## src/rtl/cmp_pipe_unit.sv

```systemverilog
// Two-stage streaming compare/select unit with valid/ready handshake and stall-all backpressure.
// Define CMP_MATCH_CNT_EN to build the saturating match counter; otherwise MATCH_CNT is tied to 0.
module cmp_pipe_unit #(
  parameter int in_width  = 8,
  parameter int out_width = 16,
  parameter int cnt_width = 16
) (
  input  logic                 clk,
  input  logic                 RST,
  input  logic [in_width-1:0]  A,
  input  logic [in_width-1:0]  B,
  input  logic [2:0]           ALU_FUN,
  input  logic                 CMP_SIGNED,
  input  logic                 CMP_Enable,
  output logic                 CMP_Ready,
  input  logic                 OUT_Ready,
  output logic [out_width-1:0] CMP_OUT,
  output logic                 CMP_Flag,
  output logic                 CMP_Match,
  input  logic                 CNT_CLR,
  output logic [cnt_width-1:0] MATCH_CNT
);

  typedef enum logic [2:0] {
    FN_NOP = 3'd0,
    FN_EQ  = 3'd1,
    FN_GT  = 3'd2,
    FN_LT  = 3'd3,
    FN_GE  = 3'd4,
    FN_LE  = 3'd5,
    FN_NE  = 3'd6,
    FN_MAX = 3'd7
  } fun_e;

  typedef struct packed {
    logic [in_width-1:0] a;
    logic [in_width-1:0] b;
    fun_e                fun;
    logic                sgn;
  } req_t;

  // vld_q[0] is stage 1, vld_q[1] is stage 2 (drives CMP_Flag)
  logic [1:0]           vld_q, vld_d;
  req_t                 s1_q, s1_d;
  logic [out_width-1:0] out_q, out_d;
  logic                 match_q, match_d;

  logic stall, in_xfer, out_xfer;

  assign stall    = vld_q[1] & ~OUT_Ready;
  assign in_xfer  = CMP_Enable & ~stall;
  assign out_xfer = vld_q[1] & OUT_Ready;

  assign CMP_Ready = ~stall;
  assign CMP_Flag  = vld_q[1];
  assign CMP_OUT   = out_q;
  assign CMP_Match = match_q;

  // Compare datapath on stage-1 operands
  logic                 a_eq_b, a_gt_b;
  logic [in_width-1:0]  big;
  logic [out_width-1:0] big_ext;
  logic [out_width-1:0] res;
  logic                 hit;

  localparam logic [out_width-1:0] HI_MASK = ~out_width'({in_width{1'b1}});

  always_comb begin
    a_eq_b = (s1_q.a == s1_q.b);
    if (s1_q.sgn) a_gt_b = $signed(s1_q.a) > $signed(s1_q.b);
    else          a_gt_b = s1_q.a > s1_q.b;

    big     = a_gt_b ? s1_q.a : s1_q.b;
    big_ext = out_width'(big);
    if (s1_q.sgn && big[in_width-1]) big_ext = big_ext | HI_MASK;

    hit = 1'b0;
    case (s1_q.fun)
      FN_NOP: hit = 1'b0;
      FN_EQ:  hit = a_eq_b;
      FN_GT:  hit = a_gt_b;
      FN_LT:  hit = ~a_gt_b & ~a_eq_b;
      FN_GE:  hit = a_gt_b | a_eq_b;
      FN_LE:  hit = ~a_gt_b;
      FN_NE:  hit = ~a_eq_b;
      FN_MAX: hit = ~a_eq_b;
      default: hit = 1'b0;
    endcase

    if (s1_q.fun == FN_MAX) res = big_ext;
    else if (hit)           res = out_width'(s1_q.fun);
    else                    res = '0;
  end

  // Both stages hold (bubbles included) while the output is stalled
  always_comb begin
    vld_d   = vld_q;
    s1_d    = s1_q;
    out_d   = out_q;
    match_d = match_q;
    if (!stall) begin
      vld_d = {vld_q[0], in_xfer};
      if (in_xfer) begin
        s1_d.a   = A;
        s1_d.b   = B;
        s1_d.fun = fun_e'(ALU_FUN);
        s1_d.sgn = CMP_SIGNED;
      end
      out_d   = vld_q[0] ? res : '0;
      match_d = vld_q[0] & hit;
    end
  end

  always_ff @(posedge clk or posedge RST) begin
    if (RST) begin
      vld_q   <= '0;
      s1_q    <= '0;
      out_q   <= '0;
      match_q <= 1'b0;
    end else begin
      vld_q   <= vld_d;
      s1_q    <= s1_d;
      out_q   <= out_d;
      match_q <= match_d;
    end
  end

`ifdef CMP_MATCH_CNT_EN
  logic [cnt_width-1:0] cnt_q, cnt_d;

  // Clear wins over a same-cycle matching transfer; count sticks at all-ones
  always_comb begin
    cnt_d = cnt_q;
    if (CNT_CLR)                                 cnt_d = '0;
    else if (out_xfer && match_q && !(&cnt_q))   cnt_d = cnt_q + cnt_width'(1);
  end

  always_ff @(posedge clk or posedge RST) begin
    if (RST) cnt_q <= '0;
    else     cnt_q <= cnt_d;
  end

  assign MATCH_CNT = cnt_q;
`else
  logic unused_cnt_inputs;
  assign unused_cnt_inputs = CNT_CLR ^ out_xfer;
  assign MATCH_CNT = '0;
`endif

endmodule

```

## config.mk

```make
export PLATFORM = sky130hd
export DESIGN_NAME = cmp_pipe_unit
export DESIGN_NICKNAME = d
export VERILOG_FILES = /design/src/rtl/cmp_pipe_unit.sv
export SDC_FILE = /design/constraint.sdc
export NUM_CORES = 1
export LEC_CHECK = 0
export BUFFER_PORTS_ARGS = -buffer_cell sky130_fd_sc_hd__buf_4
export CAP_MARGIN = 20
export CORE_MARGIN = 2
export CORE_UTILIZATION = 50
export CTS_CLUSTER_DIAMETER = 30
export DETAILED_ROUTE_END_ITERATION = 8
export PLACE_DENSITY = 0.81
export SLEW_MARGIN = 20
export SYNTH_ARGS = -nofsm -noshare
export SYNTH_HDL_FRONTEND = slang
export SYNTH_SLANG_ARGS = --single-unit
```

## constraint.sdc

```tcl
create_clock -name clk -period 3.1 [get_ports clk]
set_clock_uncertainty 0.15 [all_clocks]
set_input_delay 0.31 -clock clk [delete_from_list [all_inputs] [get_ports clk]]
set_output_delay 0.31 -clock clk [all_outputs]
set_load 0.1 [all_outputs]
```

# == Word-level counts from Yosys, hierarchy flattened ==
# Cells that the tools add are included.
# totals
register_bits,39
elab_cells,37
latchBits,0
in_bits,25
rom_bits,0
ramBits,0
output_inout_bits,35
mem_count,0
# op_classes
bitwise_logic,9
shift,0
div_mod_pow,0
n_eq_ne,8
multipliers,0
add_sub_neg,0
reduce_logical,4
n_lt_le_gt_ge,2
mux,7
# op_table
operator,count
$mux W16,3
$gt A8 B8 Y1,2
$eq A3 B3 Y1 const B,4
$eq A8 B8 Y1,1
$mux W8,1
$pmux W1 S7,1
$eq A3 B2 Y1 const B,2
$and A1 B1 Y1,4
$not A1 Y1,4
$eq A3 B1 Y1 const B,1
$logic_not A3 Y1,1
$mux W3,1
$reduce_and A2 Y1,1
$reduce_or A2 Y1,1
$logic_and A1 B1 Y1,1
$mux W1,1
$or A1 B1 Y1,1

# == Longest topological paths before layout ==
# depth
depth_word,8
ltp_mapped,9
mapped_depth_nobuf,8

# == Worst setup path after synthesis ==
# OpenSTA, ideal clock, no wires.
# synth_timing
kind,flip-flop to flip-flop
start,register vld_q[1]
end,register s1_q[0] (netlist name)
setup_slack_ns,0.244
required_time_ns,2.825
synth_period_minus_slack_ns,2.856
path_buffers,1
setup_ns,0.125
stages_incl_launch_ff,6
arrival_time_ns,2.581
cell_sequence,dfrtp_1 > nor2b_1 > inv_1 > nand2_1 > clkbuf_1 > mux2_2
# synth_between
elab_chain_len,4
# synth_rtl
item,line,source
start: declaration,43,"logic [1:0] vld_q, vld_d;"
start signal: assignment,121,vld_q <= vld_d;
$and A1 B1 Y1 (*),50,assign stall = vld_q[1] & ~OUT_Ready;
$not A1 Y1 (no line) (*),-,
net CMP_Ready,15,"output logic CMP_Ready,"
$and A1 B1 Y1,51,assign in_xfer = CMP_Enable & ~stall;
$reduce_and A2 Y1 (no line) (*),-,
end signal: assignment,117,s1_q <= '0;
end signal: assignment,122,s1_q <= s1_d;
end: declaration,44,"req_t s1_q, s1_d;"
# The timed path passes the listed nets; every way through them passes the cells marked *.
# A chain may end at the register's enable or synchronous reset.

# == Worst setup path in the final report ==
# layout_timing
start,register s1_q[10] (netlist name)
end,register out_q[2] (netlist: CMP_OUT[2])
# layout_between
elab_chain_len,8
elab_cells_between_ends,14
classes_between,2 x order compare; 1 x eq/ne; 7 x mux; 4 x bitwise
# layout_rtl
item,line,source
$gt A8 B8 Y1 (on tied branches),"71, 70",
$mux W1,70,if (s1_q.sgn) a_gt_b = $signed(s1_q.a) > $signed(s1_q.b);
$not A1 Y1,"82, 84",
$and A1 B1 Y1,82,FN_LT: hit = ~a_gt_b & ~a_eq_b;
$pmux W1 S7,78,case (s1_q.fun)
$mux W3,91,else if (hit) res = out_width'(s1_q.fun);
$mux W16 (*),90,if (s1_q.fun == FN_MAX) res = big_ext;
$mux W16 (*),109,out_d = vld_q[0] ? res : '0;
end signal: assignment,123,out_q <= out_d;
end: declaration,45,"logic [out_width-1:0] out_q, out_d;"
# Every way passes the cells marked *; elsewhere a longest branch is shown, timed or not.

==> impl_metrics.json <==
{
  "drc": 0,
  "cp_slowest_stage_delay_ns": 0.37,
  "cp-end-kind": "flop",
  "grtUsageTotal_pct": 18.1,
  "synth_area_per_cell_um2": 10.5,
  "maxCapViolCount": 0,
  "drive_above_1_share_pct": 34.4,
  "nNetsFinal": 247,
  "leakagePower_nw": 1.09,
  "tns_ns": 0,
  "cts-htree-levels": 2,
  "final_area_um2": 2150,
  "peakVddDrop_mv": 0.409,
  "crit_buf_inv": 2,
  "cpLargestDelayFamily": "compound AO/OA/AOI/OAI gates",
  "ys_ff_latch": 32,
  "hold_viol_final": 0,
  "wire_per_inst_um": 12.5,
  "start_util_pct": 53.6,
  "finalMaxSlewViolations": 0,
  "ys_async_sr_fraction_pct": 100,
  "die_w_um": 64.5,
  "ys_top_cells_by_count": "dfrtp_1, buf_4, mux2_2",
  "yosysWarnings": 0,
  "clk_latency_ns": 0.34,
  "synth_cells": 174,
  "gr-total-overflow": 0,
  "r2r-start": "s1_q[10]$_DFFE_PP0P_",
  "gp_congestion": 0.822,
  "port_buffers": 42,
  "crit_cells": 9,
  "cp_max_fo": 6,
  "cts_made_buffers": 5,
  "grt_max_degree": 33,
  "finalPower_mw": 1.44,
  "cts_tree": "yes",
  "antenna_left": 0,
  "hold_path_class": "in -> reg",
  "place_area_um2": 2090,
  "reg2reg_slack_ns": 0.59,
  "synth_most_common_cell": "dfrtp_1",
  "required_ns": 3.17,
  "holdWs_ns": 0.0452,
  "r2r_cells": 9,
  "crit_path_frequent_cell": "a21oi_1",
  "diodes": 0,
  "n_fill_cell": 287,
  "fp.dieH_um": 64.5,
  "path_class": "reg -> reg",
  "rr_endpoint": "CMP_OUT[2]$_DFFE_PP0N_",
  "place_hpwl_um": 2360,
  "startpoint": "s1_q[10]$_DFFE_PP0P_",
  "vias": 1318,
  "drtPass1Iterations": 4,
  "synth_ff_type": "dfrtp_1",
  "num_rows": 21,
  "clkTransAtPathRegs_ns": 0.11,
  "arrival_ns": 2.58,
  "fin_crit_sh_pct": 81.0,
  "drt-initial-drc-count": 45,
  "fin_crit_ns": 2.51,
  "rsz0062_at_grt": "no",
  "status": "finished, final reports clean",
  "clockBufferDepth": 2,
  "root_buffer": "clkbuf_4",
  "core_um2": 3420,
  "cts_setup_buffers": 0,
  "synth_area_leaders": "dfrtp_1, mux2_2, buf_4, ha_1, mux2i_1",
  "io_pins": 60,
  "worst_setup_path_start_kind": "flop",
  "finish.utilization_pct": 63.1,
  "cp-endpoint": "CMP_OUT[2]$_DFFE_PP0N_",
  "synth_cell_types": 36,
  "vias_per_cell": 5.05,
  "power_density_nw_per_um2": 668,
  "grt_pass1_wl_um": 5590,
  "wirelength_um": 3260,
  "die_area_um2": 4160,
  "post-synth-top-area-fraction_pct": 43.8,
  "post-synth-top-area-cell": "dfrtp_1",
  "seq_area_frac_synth_pct": 43.8,
  "synth-edff-count": 0,
  "finalSetupViolCount": 0,
  "syn2layout_area_growth_pct": 17.8,
  "synth_area_um2": 1830,
  "grt_pass1_vias": 1219,
  "crit_chain": "inv_1 -> ha_1 -> a21oi_1 -> a21oi_1 -> o22a_1 -> a22oi_1 -> buf_4 -> mux2i_1 -> a221o_1",
  "clock-sinks": 32,
  "whs_path_depth": 2,
  "clock.fmax_ghz": 0.398,
  "antenna_found_initial": 0,
  "slowest_stage": "dfrtp_1"
}
## metal layers
layer | track usage, % | part of all wire, %
met5 | 0 | 0
met4 | 7.98 | 1.9
met3 | 5.73 | 7.9
met2 | 27.0 | 46
met1 | 24.2 | 44
## flip-flops by register name, summed over array words and instances, names as in the netlist
name / cells
CMP_Match: 1
vld_q: 2
s1_q: 20
CMP_OUT: 9
## kinds of logic after synthesis
family          after synthesis  share of synthesized area [%]
buf+inv                      40                           13.2
mux                          29                           17.2
simple gates                 37                           9.78
compound gates               26                           9.85
xor+xnor                      1                          0.479
fa+ha+maj                     8                           5.47
other cells                   1                          0.205
flops                        32                           43.8
## stage by stage
step / instances / setup slack [ns]
after floorplan: 189 / 0.244
after global placement: 252 / 0.635
after detailed placement: 252 / 0.599
after CTS: 261 / 0.581
after global routing: 261 / 0.404
final: 261 / 0.588
## layout make-up
class,count,area [µm²],share of cell area [%]
repair buffers,47,355,16.5
inverters,11,41.3,1.92
clock inverters,3,18.8,0.871
clock buffers,5,37.5,1.74
well taps,46,57.6,2.67
multi-input cells,117,843,39.1
flip-flops and latches,32,801,37.2
## report_power, final
part           switching (mW)  internal, mW
Combinational           0.443         0.220
Clock                   0.146        0.0869
Sequential             0.0607         0.482
## repair_timing
item | in CTS | in global routing
hold buffers | 1 | 0
gates resized for setup | 0 | 0
endpoints found under the hold margin | 32 | 0
## placed cells by master (no fill, tap or decap), drive strengths merged, types with 2 or more instances in the layout
| master | instances |
|---|---|
| nand4 | 3 |
| or3 | 2 |
| ha | 8 |
| nand2b | 2 |
| and3 | 2 |
| or2 | 2 |
| conb | 16 |
| buf | 46 |
| inv | 11 |
| nor2 | 4 |
| nor2b | 2 |
| mux2 | 20 |
| dfrtp | 32 |
| nand2 | 16 |
| clkinv | 3 |
| clkbuf | 5 |
| o221ai | 2 |
| o21ai | 7 |
| nand3 | 2 |
| a21oi | 5 |
| mux2i | 9 |
## how the worst min path moves through the flow
stage,end,startpoint,slack [ns]
finish,s1_q[19]$_DFFE_PP0P_,A[7],0.05
global placement,s1_q[15]$_DFFE_PP0P_,RST,0.27
CTS,s1_q[19]$_DFFE_PP0P_,A[7],0.03
detailed placement,s1_q[14]$_DFFE_PP0P_,RST,0.27
floorplan,CMP_Match$_DFFE_PP0N_,RST,0.28
global route,s1_q[0]$_DFFE_PP0P_,CMP_SIGNED,0.02
No activity file was read; power rests on OpenSTA's default activity.
